### config.mk
export PLATFORM = sky130hd
export DESIGN_NAME = record_cache
export DESIGN_NICKNAME = d
export VERILOG_FILES = /design/src/rtl/record_cache_pkg.sv /design/src/rtl/record_cache.sv
export SDC_FILE = /design/constraint.sdc
export NUM_CORES = 1
export LEC_CHECK = 0
export ABC_AREA = 0
export CORE_MARGIN = 5
export CORE_UTILIZATION = 45
export DETAILED_ROUTE_END_ITERATION = 8
export GPL_ROUTABILITY_DRIVEN = 0
export PLACE_DENSITY = 0.87
export SYNTH_ARGS = -nofsm -noshare
export SYNTH_HDL_FRONTEND = slang
export SYNTH_SLANG_ARGS = --single-unit
### constraint.sdc
create_clock -name clk -period 10.75 [get_ports clk]
set_input_delay 2.15 -clock clk [delete_from_list [all_inputs] [get_ports clk]]
set_output_delay 2.15 -clock clk [all_outputs]
set_load 0.03 [all_outputs]
### src/rtl/record_cache_pkg.sv
// Shared definitions for record_cache: bridge direction encodings, widths,
// FSM state encoding and the latched request payload.
package record_cache_pkg;

  localparam int unsigned ADDR_W = 8;
  localparam int unsigned DATA_W = 64;

  localparam logic BR_READ  = 1'b1;
  localparam logic BR_WRITE = 1'b0;

  typedef enum logic [2:0] {
    IDLE    = 3'd0,
    WB_REQ  = 3'd1,
    WB_WAIT = 3'd2,
    RD_REQ  = 3'd3,
    RD_WAIT = 3'd4,
    RESP    = 3'd5
  } state_t;

  // Client request captured at acceptance.
  typedef struct packed {
    logic              wr;
    logic [ADDR_W-1:0] addr;
    logic [DATA_W-1:0] wdata;
  } req_t;

endpackage

### src/rtl/record_cache.sv
// record_cache: single-line write-back cache for 64-bit records in front of
// a one-command-at-a-time bridge.
// Ports:
//   clk, rst                      clock, async active-high reset
//   req_valid/req_ready           client request handshake
//   req_wr, req_addr, req_wdata   request payload
//   rsp_valid, rsp_rdata          one-cycle response pulse and data
//   C_in_valid, C_r_wb, C_addr,
//   C_data_w                      one-cycle bridge command
//   C_out_valid, C_data_r         bridge completion and read data
// Optional feature macro RECORD_CACHE_FLUSH_EN adds flush_req / flush_done.
module record_cache
  import record_cache_pkg::*;
(
  input  logic              clk,
  input  logic              rst,
  input  logic              req_valid,
  output logic              req_ready,
  input  logic              req_wr,
  input  logic [ADDR_W-1:0] req_addr,
  input  logic [DATA_W-1:0] req_wdata,
  output logic              rsp_valid,
  output logic [DATA_W-1:0] rsp_rdata,
  output logic              C_in_valid,
  output logic              C_r_wb,
  output logic [ADDR_W-1:0] C_addr,
  output logic [DATA_W-1:0] C_data_w,
  input  logic              C_out_valid,
  input  logic [DATA_W-1:0] C_data_r
`ifdef RECORD_CACHE_FLUSH_EN
  ,
  input  logic              flush_req,
  output logic              flush_done
`endif
);

  state_t            state_q, state_d;
  req_t              req_q, req_d;
  logic [DATA_W-1:0] line_data_q, line_data_d;
  logic [ADDR_W-1:0] line_tag_q, line_tag_d;
  logic              line_valid_q, line_valid_d;
  logic              line_dirty_q, line_dirty_d;

  logic              ready_q, ready_d;
  logic              rsp_valid_d;
  logic [DATA_W-1:0] rsp_rdata_d;
  logic              c_in_valid_d;
  logic              c_r_wb_d;
  logic [ADDR_W-1:0] c_addr_d;
  logic [DATA_W-1:0] c_data_w_d;
  logic              hit;

`ifdef RECORD_CACHE_FLUSH_EN
  logic flushing_q, flushing_d;
  logic flush_done_d;
`endif

  assign hit = line_valid_q && (line_tag_q == req_addr);

  // State, line and registered-output update.
  always_ff @(posedge clk or posedge rst) begin
    if (rst) begin
      state_q      <= IDLE;
      req_q        <= '0;
      line_data_q  <= '0;
      line_tag_q   <= '0;
      line_valid_q <= 1'b0;
      line_dirty_q <= 1'b0;
      ready_q      <= 1'b1;
      rsp_valid    <= 1'b0;
      rsp_rdata    <= '0;
      C_in_valid   <= 1'b0;
      C_r_wb       <= BR_READ;
      C_addr       <= '0;
      C_data_w     <= '0;
`ifdef RECORD_CACHE_FLUSH_EN
      flushing_q   <= 1'b0;
      flush_done   <= 1'b0;
`endif
    end else begin
      state_q      <= state_d;
      req_q        <= req_d;
      line_data_q  <= line_data_d;
      line_tag_q   <= line_tag_d;
      line_valid_q <= line_valid_d;
      line_dirty_q <= line_dirty_d;
      ready_q      <= ready_d;
      rsp_valid    <= rsp_valid_d;
      rsp_rdata    <= rsp_rdata_d;
      C_in_valid   <= c_in_valid_d;
      C_r_wb       <= c_r_wb_d;
      C_addr       <= c_addr_d;
      C_data_w     <= c_data_w_d;
`ifdef RECORD_CACHE_FLUSH_EN
      flushing_q   <= flushing_d;
      flush_done   <= flush_done_d;
`endif
    end
  end

  // Next-state, line update and next output values.
  always_comb begin
    state_d      = state_q;
    req_d        = req_q;
    line_data_d  = line_data_q;
    line_tag_d   = line_tag_q;
    line_valid_d = line_valid_q;
    line_dirty_d = line_dirty_q;
    rsp_rdata_d  = '0;
`ifdef RECORD_CACHE_FLUSH_EN
    flushing_d   = flushing_q;
    flush_done_d = 1'b0;
`endif

    case (state_q)
      IDLE: begin
`ifdef RECORD_CACHE_FLUSH_EN
        if (flush_req) begin
          if (line_valid_q && line_dirty_q) begin
            flushing_d = 1'b1;
            state_d    = WB_REQ;
          end else begin
            line_valid_d = 1'b0;
            line_dirty_d = 1'b0;
            flush_done_d = 1'b1;
          end
        end else
`endif
        if (req_valid) begin
          req_d.wr    = req_wr;
          req_d.addr  = req_addr;
          req_d.wdata = req_wdata;
          if (hit) begin
            state_d = RESP;
            if (req_wr) begin
              line_data_d  = req_wdata;
              line_dirty_d = 1'b1;
              rsp_rdata_d  = req_wdata;
            end else begin
              rsp_rdata_d  = line_data_q;
            end
          end else if (line_valid_q && line_dirty_q) begin
            state_d = WB_REQ;
          end else if (req_wr) begin
            // Whole record is overwritten, so no fill read is needed.
            line_data_d  = req_wdata;
            line_tag_d   = req_addr;
            line_valid_d = 1'b1;
            line_dirty_d = 1'b1;
            rsp_rdata_d  = req_wdata;
            state_d      = RESP;
          end else begin
            state_d = RD_REQ;
          end
        end
      end
      WB_REQ: state_d = WB_WAIT;
      WB_WAIT: begin
        if (C_out_valid) begin
          line_dirty_d = 1'b0;
`ifdef RECORD_CACHE_FLUSH_EN
          if (flushing_q) begin
            flushing_d   = 1'b0;
            line_valid_d = 1'b0;
            flush_done_d = 1'b1;
            state_d      = IDLE;
          end else
`endif
          if (req_q.wr) begin
            line_data_d  = req_q.wdata;
            line_tag_d   = req_q.addr;
            line_valid_d = 1'b1;
            line_dirty_d = 1'b1;
            rsp_rdata_d  = req_q.wdata;
            state_d      = RESP;
          end else begin
            state_d = RD_REQ;
          end
        end
      end
      RD_REQ: state_d = RD_WAIT;
      RD_WAIT: begin
        if (C_out_valid) begin
          line_data_d  = C_data_r;
          line_tag_d   = req_q.addr;
          line_valid_d = 1'b1;
          line_dirty_d = 1'b0;
          rsp_rdata_d  = C_data_r;
          state_d      = RESP;
        end
      end
      RESP:    state_d = IDLE;
      default: state_d = IDLE;
    endcase

    // Outputs are registered, so derive them from the state being entered.
    ready_d      = (state_d == IDLE);
    rsp_valid_d  = (state_d == RESP);
    c_in_valid_d = (state_d == WB_REQ) || (state_d == RD_REQ);
    c_r_wb_d     = (state_d == WB_REQ) ? BR_WRITE : BR_READ;
    c_addr_d     = '0;
    c_data_w_d   = '0;
    if (state_d == WB_REQ) begin
      // Line is untouched on the way into WB_REQ, so it still holds the victim.
      c_addr_d   = line_tag_q;
      c_data_w_d = line_data_q;
    end else if (state_d == RD_REQ) begin
      c_addr_d   = req_d.addr;
    end
  end

`ifdef RECORD_CACHE_FLUSH_EN
  // A flush request in IDLE takes the slot, so no client request that cycle.
  assign req_ready = ready_q && !flush_req;
`else
  assign req_ready = ready_q;
`endif

endmodule

==> results of run 1 <==
[power by group through the flow]
stage,Sequential (mW),Clock (mW),Combinational [mW]
6_report,1.70,1.07,1.46
5_1_grt,1.74,1.14,1.57
4_1_cts,1.69,1.09,1.45
3_5_place_dp,1.70,0,1.44
3_3_place_gp,1.69,0,1.40
2_1_floorplan,1.78,0,0.822
[worst min-delay path, delay by kind of cell, from the launching register on]
family	cells	cell delay (ns)
DFF	1	0.36
and+or+nand+nor	2	0.11
[flip-flops by register name, indices dropped and copies added (netlist names), 3 cells and up]
| signal | count |
|---|---|
| C_addr | 8 |
| C_data_w | 64 |
| line_data_q | 64 |
| line_tag_q | 8 |
| req_q | 73 |
| rsp_rdata | 64 |
| state_q | 3 |
[area by class of cell]
cell class,count,area (um^2)
fill,1980,10100
sequential,290,7260
multi-input combinational,694,4440
timing repair buffer,297,2930
clock buffer,47,926
tap,335,419
clock inverter,10,106
inverter,2,15.0
antenna,2,5.00
[stage by stage]
stage	area [um^2]	worst slack, ns	utilization [%]	hold slack (ns)	power (mW)
CTS	16100	5.91	61.4	0.502	4.23
detailed placement	15100	5.37	57.5	0.486	3.15
floorplan	12000	0.598	-	0.463	2.60
global placement	15100	5.48	57.5	0.478	3.08
global route	16100	5.66	61.4	0.517	4.44
finish	16100	5.83	61.4	0.505	4.23
[cell usage in the layout (no fill, tap or decap), drive strengths merged, types with 2 or more instances in the layout]
cell type,count
dfrtp,288
clkdlybuf4s50,279
nand2,225
o21ai,66
and2,66
a222oi,64
o2bb2ai,64
o22ai,63
a22oi,63
clkbuf,47
buf,18
mux2,16
xnor2,8
and3,8
a221o,8
clkinv,6
nor3b,6
nor2,5
a21oi,5
nor2b,3
inv,3
diode,2
dfstp,2
nand3,2
or3,2
a41o,2
bufinv,2
[worst min-delay path by stage]
stage          startpoint         to  slack (ns)  cells after the start
2_1_floorplan   req_q[66]  req_q[66]        0.46                      2
3_3_place_gp    req_q[65]  req_q[65]        0.48                      2
3_5_place_dp    req_q[67]  req_q[67]        0.49                      2
4_1_cts         req_q[67]  req_q[67]        0.50                      2
5_1_grt         req_q[67]  req_q[67]        0.52                      2
6_report        req_q[27]  req_q[27]        0.51                      2
[per-layer routing]
layer  vias to the layer above  part of all wire, %  GRT usage (%)
li1                       4504                    -              -
met1                      5121                   39           32.0
met2                       693                   48           39.7
met3                       103                  8.9           4.69
met4                         4                  3.4           9.51
met5                         -                0.076              0
[cell families (layout without fill, tap and decap cells)]
kind of cell | Yosys count | in the layout | share of synthesized area (%)
compound gates | 343 | 343 | 21.7
other cells | 0 | 2 | 0
flops | 290 | 290 | 60.3
xor+xnor | 9 | 9 | 0.655
mux | 17 | 17 | 1.58
buf+inv | 101 | 356 | 3.37
simple gates | 325 | 325 | 12.4
==> results_dict.tcl, run 1 <==
set metrics [dict create \
    numCtsBuffers 31 \
    slowest_delay_ns 0.79 \
    tightest_slew_ns 1.30 \
    total_clock_sinks 290 \
    placed_cells 1618 \
    path_clk_slew_ns 0.06 \
    setup.worst_path.class "in2reg" \
    path_max_fanout 77 \
    cts_repair_resize_count 0 \
    cts_tree "done" \
    setup.worst_path.start "req_valid" \
    holdBufCountCts 0 \
    result_of_the_run "complete, no violations" \
    finalMaxSlewViolations 0 \
    crit_buf_inv 3 \
    comb_power_share_pct 34.4 \
    synth.yosys.warnings 0 \
    starting_density_pct 45.9 \
    via_count 10425 \
    wl_um 38100 \
    instance_count_of_the_mapped_netlist 1085 \
    clk_latency_ns 0.55 \
    cts-root-buf "sky130_fd_sc_hd__clkbuf_16" \
    cell_area_after_synthesis_um2 12000 \
    drc 0 \
    total_leakage_power_nw 7.02 \
    antenna_found_initial 2 \
    drtAntennaViolNets 0 \
    instances_no_fill 1677 \
    route.detailed.vias_per_inst 6.22 \
    path_depth 8 \
    syn-mean-instance-area_um2 11.1 \
    synth_largest_type_area_fraction_pct 59.9 \
    most_area_consuming_cells_after_synthesis "sky130_fd_sc_hd__dfrtp_1 (60%), sky130_fd_sc_hd__nand2_1 (7.0%), sky130_fd_sc_hd__a222oi_1 (5.3%)" \
    post-synth-top-count-cell "sky130_fd_sc_hd__dfrtp_1" \
    yosys.area.top_type "sky130_fd_sc_hd__dfrtp_1" \
    finalHoldViolCount 0 \
    synth_enable_flop_cells 0 \
    critical_path.slowest_cell "sky130_fd_sc_hd__buf_4" \
    switchingPower_mw 1.57 \
    finalSetupViolations 0 \
    htree_num_levels 1 \
    dieArea_um2 30100 \
    endpoint_kind "register" \
    layout_worst_path_cycle_share_pct 45.8 \
    pwr-share-clk_pct 25.3 \
    die_h_um 174 \
    worst-endpoint-arrival_ns 5.34 \
    flow.area_growth_from_synthesis_pct 33.7 \
    mappedNetlistNets 1226 \
    first_pass_grt_wire_length_um 60200 \
    irDropWorstVdd_v 0.000143 \
    synth_async_sr_flop_share_pct 100 \
    cts_buffer_depth 3 \
    internal_power_mw 2.66 \
    crit_path_cell_trace "clkdlybuf4s50_1 -> nor4b_4 -> buf_4 -> a211oi_1 -> o21bai_1 -> a41o_2 -> buf_4 -> o2bb2ai_1" \
    floorplan.rows 59 \
    netlist-cell-type-count 46 \
    max-cap-violations 0 \
    max_freq_mhz 203 \
    share_seq_of_total_power_pct 40.3 \
    global_route.usage.total_pct 24.2 \
    depth_of_the_worst_register_to_register_path 5 \
    regToRegStartpoint "state_q[0]" \
    route.detailed.wl_per_inst_um 22.7 \
    synth_seq_area_share_pct 60.3 \
    place_hpwl_um 23300 \
    num-nets-final 1457 \
    dr.pass1.iters 9 \
    yosys-top-cells-count "sky130_fd_sc_hd__dfrtp_1 (288), sky130_fd_sc_hd__nand2_1 (225), sky130_fd_sc_hd__clkbuf_1 (82)" \
    synth_seq_cells 290 \
    dominant_synthesized_flop_cell "sky130_fd_sc_hd__dfrtp_1" \
    unrepaired_setup_endpoints_after_global_routing "false" \
    cts_post_setup_buffers_inserted 0 \
    dieWidth_um 174 \
    path_common_cell "sky130_fd_sc_hd__buf_4" \
    crit_path_end "line_data_q[54]" \
    num_io_pins 281 \
    grt_pass1_vias 10852 \
    max_clock_skew_ns 0.0156 \
    core_um2 26200 \
    reg2reg_setup_slack_ns 6.79 \
    cpLargestDelayFamily "buffers and inverters" \
    p_per_area_nw_per_um2 263 \
    worstSetupStartpointType "primary input" \
    sw_frac_of_total_pct 37.1 \
    min-delay-path-class "reg2reg" \
    globalRoute.totalOverflow 0 \
    regToRegEndpoint "C_data_w[41]" \
    place.port_buffers 280 \
    pin_count_of_the_biggest_net_entering_global_routing 149 \
    drive_above_1_share_pct 7.61 \
    timing.critical_path.required_ns 11.17 \
    setup-tns-final_ns 0 \
    timing.slew.headroom_pct 13.5 \
    period_needed_ns 4.92 \
    drt_iter0_markers 1627 \
]
Power figures use the tool's default switching activity.
==> run 2: changes to the inputs <==
==> constraint.sdc (replaced) <==
create_clock -name clk -period 4.3 [get_ports clk]
set_input_delay 0.86 -clock clk [delete_from_list [all_inputs] [get_ports clk]]
set_output_delay 0.86 -clock clk [all_outputs]
set_load 0.03 [all_outputs]
==> run 2 against run 1 <==
The run now ends with DRC left. Sequential share of layout area decreased by 0.23 points. Sequential power increased to 2.5 times the previous value. Die area unchanged. Worst hold slack got worse by 0.0021 ns. Register-to-register slack got worse by 5.7 ns. Count of clock-buffer cells in the layout decreased by 5. Critical path type is now reg2reg.
==> results_dict.tcl, run 2 (synthesis results as in run 1) <==
set metrics [dict create \
    regToRegStartpoint "state_q[1]" \
    core_um2 26200 \
    hold-worst-slack_ns 0.503 \
    worstSetupStartpointType "register" \
    total_clock_sinks 290 \
    comb_power_share_pct 35.0 \
    drc 2 \
    share_seq_of_total_power_pct 40.4 \
    global_route.usage.total_pct 24.9 \
    floorplan.rows 59 \
    cts-root-buf "sky130_fd_sc_hd__clkbuf_16" \
    starting_density_pct 45.9 \
    wl_um 39100 \
    max_freq_mhz 309 \
    num-nets-final 1466 \
    critical_path.slowest_cell "sky130_fd_sc_hd__and2_2" \
    max_clock_skew_ns 0.0148 \
    fin_total_pwr_mw 10.6 \
    failed_checks "DRC" \
    grt_pass1_vias 11004 \
    cts_buffer_depth 3 \
    final_common_cell "sky130_fd_sc_hd__dfrtp_1" \
    pwr-share-clk_pct 24.6 \
    route.detailed.vias_per_inst 6.37 \
    via_count 10690 \
    drtAntennaViolNets 0 \
    regToRegEndpoint "rsp_rdata[31]" \
    irDropWorstVdd_v 0.000379 \
    pre_cts_ws_ns 0.591 \
    total_leakage_power_nw 7.06 \
    flow.area_growth_from_synthesis_pct 34.4 \
    slowest_delay_ns 0.79 \
    final_util_pct 61.7 \
    dieArea_um2 30100 \
    design_area_um2 16200 \
    cts_repair_resize_count 0 \
    dieWidth_um 174 \
    htree_num_levels 1 \
    p_per_area_nw_per_um2 654 \
    pin_count_of_the_biggest_net_entering_global_routing 77 \
    holdBufCountCts 0 \
    path_depth 6 \
    drt_iter0_markers 1937 \
    finalMaxSlewViolations 0 \
    setup.worst_path.start "state_q[1]" \
    dr.pass1.iters 9 \
    layout.cells.most_common_list "sky130_fd_sc_hd__dfrtp_1 (288), sky130_fd_sc_hd__clkdlybuf4s50_1 (279), sky130_fd_sc_hd__nand2_1 (224)" \
    reg2reg_setup_slack_ns 1.07 \
    setup.worst_path.class "reg2reg" \
    crit_path_cell_trace "nor3b_2 -> buf_4 -> and2_2 -> buf_12 -> a22oi_1 -> o21ai_0" \
    cts_tree "done" \
    finalHoldViolCount 0 \
    crit_path_end "rsp_rdata[31]" \
    largest_register_ff_count 73 \
    num_io_pins 281 \
    min-delay-path-class "reg2reg" \
    globalRoute.totalOverflow 0 \
    timing.slew.headroom_pct 32.2 \
    route.detailed.wl_per_inst_um 23.3 \
    sw_frac_of_total_pct 37.3 \
    path_clk_slew_ns 0.06 \
    clk_latency_ns 0.55 \
    layout_worst_path_cycle_share_pct 75.2 \
    period_needed_ns 3.23 \
    antenna_found_initial 3 \
    place_hpwl_um 23800 \
    top_register "req_q" \
    die_h_um 174 \
    cpLargestDelayFamily "simple AND/OR/NAND/NOR gates" \
    internal_power_mw 6.64 \
    endpoint_kind "register" \
    max-cap-violations 0 \
    path_max_fanout 68 \
    worst-endpoint-arrival_ns 3.68 \
    unrepaired_setup_endpoints_after_global_routing "false" \
    crit_buf_inv 2 \
    numCtsBuffers 31 \
    drive_above_1_share_pct 7.82 \
    finalSetupViolations 0 \
    first_pass_grt_wire_length_um 61400 \
    place.port_buffers 280 \
    result_of_the_run "finished with violations" \
    cts_post_setup_buffers_inserted 0 \
    tightest_slew_ns 1.01 \
    worst_slack_ns 1.07 \
    timing.critical_path.required_ns 4.75 \
    switchingPower_mw 3.95 \
    depth_of_the_worst_register_to_register_path 6 \
    placed_cell_area_um2 15200 \
]
run 2: metrics by stage:
step / TNS [ns] / cells
2_1_floorplan: -116.80 / 1085
3_3_place_gp: 0 / 1627
3_5_place_dp: 0 / 1627
4_1_cts: 0 / 1678
5_1_grt: 0 / 1679
6_report: 0 / 1679
run 2: how the worst min path moves through the flow:
stage | cells after the start | from | end | slack (ns)
floorplan | 2 | req_q[66] | req_q[66] | 0.46
detailed placement | 2 | req_q[2] | req_q[2] | 0.49
global placement | 2 | req_q[67] | req_q[67] | 0.48
finish | 2 | req_q[26] | req_q[26] | 0.50
CTS | 2 | req_q[18] | req_q[18] | 0.51
global route | 2 | req_q[45] | req_q[45] | 0.52
run 2: worst min-delay path, cell delays in order (launching register included):
cell,delay (ns)
sky130_fd_sc_hd__dfrtp_1,0.36
sky130_fd_sc_hd__nand2_1,0.05
sky130_fd_sc_hd__nand2_1,0.06
run 2: metal layers:
layer  vias to the layer above  track usage (%)  share of wire [%]
met5                         -                0              0.059
met4                         4             10.1                3.6
met3                       140             5.67                 11
met2                       845             41.0                 48
met1                      5198             32.0                 37
li1                       4503                -                  -
run 2: power by group through the flow:
stage	combinational (mW)	sequential [mW]	clock (mW)
final	3.70	4.28	2.61
after global routing	3.97	4.36	2.77
after CTS	3.68	4.25	2.64
after detailed placement	3.65	4.27	0
after global placement	3.53	4.23	0
after floorplan	2.06	4.45	0
run 2: layout make-up:
| type | instances | area, um^2 |
|---|---|---|
| diodes | 1 | 2.50 |
| clock buffers | 42 | 857 |
| clock inverters | 9 | 123 |
| fillers | 1960 | 10000 |
| inverters | 2 | 11.3 |
| multi-input cells | 694 | 4440 |
| flip-flops and latches | 290 | 7260 |
| well taps | 335 | 419 |
| repair buffers | 306 | 3070 |
==> run 3: changes to the inputs <==
--- a/config.mk
+++ b/config.mk
@@ -7,10 +7,10 @@
 export LEC_CHECK = 0
 export ABC_AREA = 0
 export CORE_MARGIN = 5
-export CORE_UTILIZATION = 45
+export CORE_UTILIZATION = 50
 export DETAILED_ROUTE_END_ITERATION = 8
 export GPL_ROUTABILITY_DRIVEN = 0
-export PLACE_DENSITY = 0.87
+export PLACE_DENSITY = 0.91
 export SYNTH_ARGS = -nofsm -noshare
 export SYNTH_HDL_FRONTEND = slang
 export SYNTH_SLANG_ARGS = --single-unit
==> constraint.sdc (replaced) <==
create_clock -name clk -period 3.4 [get_ports clk]
set_input_delay 0.68 -clock clk [delete_from_list [all_inputs] [get_ports clk]]
set_output_delay 0.68 -clock clk [all_outputs]
set_load 0.03 [all_outputs]
==> run 3 against run 2 <==
The run still ends with DRC left. Clock power increased by 26%. Utilization increased by 6.9 points. First-iteration DRC count decreased by 10%. Clock skew decreased by 0.00065 ns. Count of clock-buffer cells in the layout increased by 4. Cell count decreased by 0.71%. Die area decreased by 9.4%. Non-clock buffer count increased by 5. Sequential share of layout area decreased by 0.079 points. Fmax increased by 18%. Critical path type unchanged. Critical endpoint is now C_data_w[39]. Highest routed layer unchanged.
==> results_dict.tcl, run 3 (synthesis results as in run 1) <==
set metrics [dict create \
    antenna_found_initial 4 \
    holdBufCountCts 0 \
    number_of_diodes_added_for_antenna_fixing 0 \
    final_util_pct 68.6 \
    sw_frac_of_total_pct 37.0 \
    htree_num_levels 1 \
    core_um2 23600 \
    failed_checks "DRC" \
    share_seq_of_total_power_pct 40.0 \
    route.met2.wl_um 19400 \
    top_register "req_q" \
    drtAntennaViolNets 0 \
    global_route.usage.total_pct 28.4 \
    final_common_cell "sky130_fd_sc_hd__dfrtp_1" \
    route.detailed.vias_per_inst 6.47 \
    place.port_buffers 280 \
    place_hpwl_um 23800 \
    globalRoute.totalOverflow 0 \
    p_per_area_nw_per_um2 833 \
    first_pass_grt_wire_length_um 61300 \
    worst-endpoint-arrival_ns 3.20 \
    pwr-share-clk_pct 24.4 \
    num-nets-final 1469 \
    cts_buffer_depth 3 \
    comb_power_share_pct 35.5 \
    total_clock_sinks 290 \
    irDropWorstVdd_v 0.000475 \
    tightest_slew_ns 1.01 \
    grt_pass1_vias 11038 \
    dr_wl_met3_um 4430 \
    max-cap-violations 0 \
    floorplan.rows 56 \
    timing.slew.headroom_pct 32.9 \
    worstSetupStartpointType "register" \
    path_max_fanout 27 \
    cts_tree "done" \
    die_h_um 165 \
    endpoint_kind "register" \
    dr.pass1.iters 9 \
    reg2reg_setup_slack_ns 0.66 \
    unrepaired_setup_endpoints_after_global_routing "false" \
    highest_layer "met5" \
    wl_um 39500 \
    num_io_pins 281 \
    largest_register_ff_count 73 \
    layout_worst_path_cycle_share_pct 80.5 \
    pre_cts_ws_ns 0.207 \
    finalHoldViolCount 0 \
    worst_slack_ns 0.665 \
    dieWidth_um 165 \
    layout.cells.most_common_list "sky130_fd_sc_hd__dfrtp_1 (288), sky130_fd_sc_hd__clkdlybuf4s50_1 (279), sky130_fd_sc_hd__nand2_1 (224)" \
    clk_latency_ns 0.54 \
    drive_above_1_share_pct 8.16 \
    fillerInstances 1617 \
    finalSetupViolations 0 \
    setup.worst_path.class "reg2reg" \
    route.detailed.wl_per_inst_um 23.7 \
    detail_route.wirelength.met1_um 14000 \
    switchingPower_mw 4.99 \
    drc 1 \
    starting_density_pct 51.0 \
    drt_iter0_markers 1737 \
    internal_power_mw 8.51 \
    path_clk_slew_ns 0.06 \
    cts_repair_resize_count 0 \
    timing.critical_path.required_ns 3.87 \
    numCtsBuffers 29 \
    dieArea_um2 27300 \
    max_freq_mhz 366 \
    min-delay-path-class "reg2reg" \
    result_of_the_run "finished with violations" \
    finalMaxSlewViolations 0 \
    period_needed_ns 2.74 \
    cts-root-buf "sky130_fd_sc_hd__clkbuf_16" \
    max_clock_skew_ns 0.0142 \
    pin_count_of_the_biggest_net_entering_global_routing 93 \
    total_leakage_power_nw 7.09 \
    via_count 10783 \
    cts_post_setup_buffers_inserted 0 \
    flow.area_growth_from_synthesis_pct 34.7 \
]
[run 3: changes by cell type in the layout (fill, tap and decap cells not counted), sizes merged]
cell | previous run | this run
buf | 27 | 32
clkbuf | 42 | 46
clkinv | 5 | 2
clkinvlp | 2 | 1
diode | 1 | 0
[run 3: layer usage]
metal | GRT usage, % | up-vias
met2 | 46.9 | 830
li1 | - | 4505
met5 | 0 | -
met4 | 12.1 | 8
met1 | 36.7 | 5299
met3 | 5.61 | 141
[run 3: power groups by stage]
stage                     Sequential [mW]  Clock (mW)  Combinational (mW)
after global placement               5.33           0                4.53
after detailed placement             5.39           0                4.72
after floorplan                      5.62           0                2.60
after global routing                 5.51        3.49                5.13
final                                5.40        3.30                4.80
after CTS                            5.37        3.33                4.77
[run 3: final cells by class]
type | count | area, um^2 | area share (%)
sequential | 290 | 7260 | 44.8
multi-input combinational | 694 | 4440 | 27.4
timing repair buffer | 311 | 3110 | 19.2
clock buffer | 46 | 890 | 5.49
tap | 319 | 399 | 2.46
clock inverter | 5 | 104 | 0.641
inverter | 2 | 11.3 | 0.0695
[run 3: worst paths after layout]
path,from,depth (start not counted),to
max in group asynchronous,rst,3,req_q[26]
min,line_data_q[10],1,line_data_q[10]
max reg2reg,state_q[1],6,C_data_w[39]
min in group asynchronous,rst,2,rsp_rdata[31]
min reg2reg,line_data_q[10],1,line_data_q[10]
max,state_q[1],6,C_data_w[39]
[run 3: worst max-delay path, stage by stage (launching register included)]
cell and delay [ns]:
sky130_fd_sc_hd__dfrtp_1 0.59, sky130_fd_sc_hd__nor3_1 0.26, sky130_fd_sc_hd__buf_4 0.17, sky130_fd_sc_hd__nand2_4 0.21
sky130_fd_sc_hd__nor3b_4 0.77, sky130_fd_sc_hd__buf_4 0.43, sky130_fd_sc_hd__and2_1 0.19
[run 3: stage by stage]
step	setup TNS (ns)	instances	power [mW]	hold slack [ns]	cell area, um^2
finish	0	1667	13.5	0.506	16200
global route	0	1667	14.1	0.529	16200
global placement	0	1616	9.87	0.480	15200
CTS	0	1667	13.5	0.502	16200
floorplan	-324.35	1085	8.22	0.463	12000
detailed placement	0	1616	10.1	0.487	15200
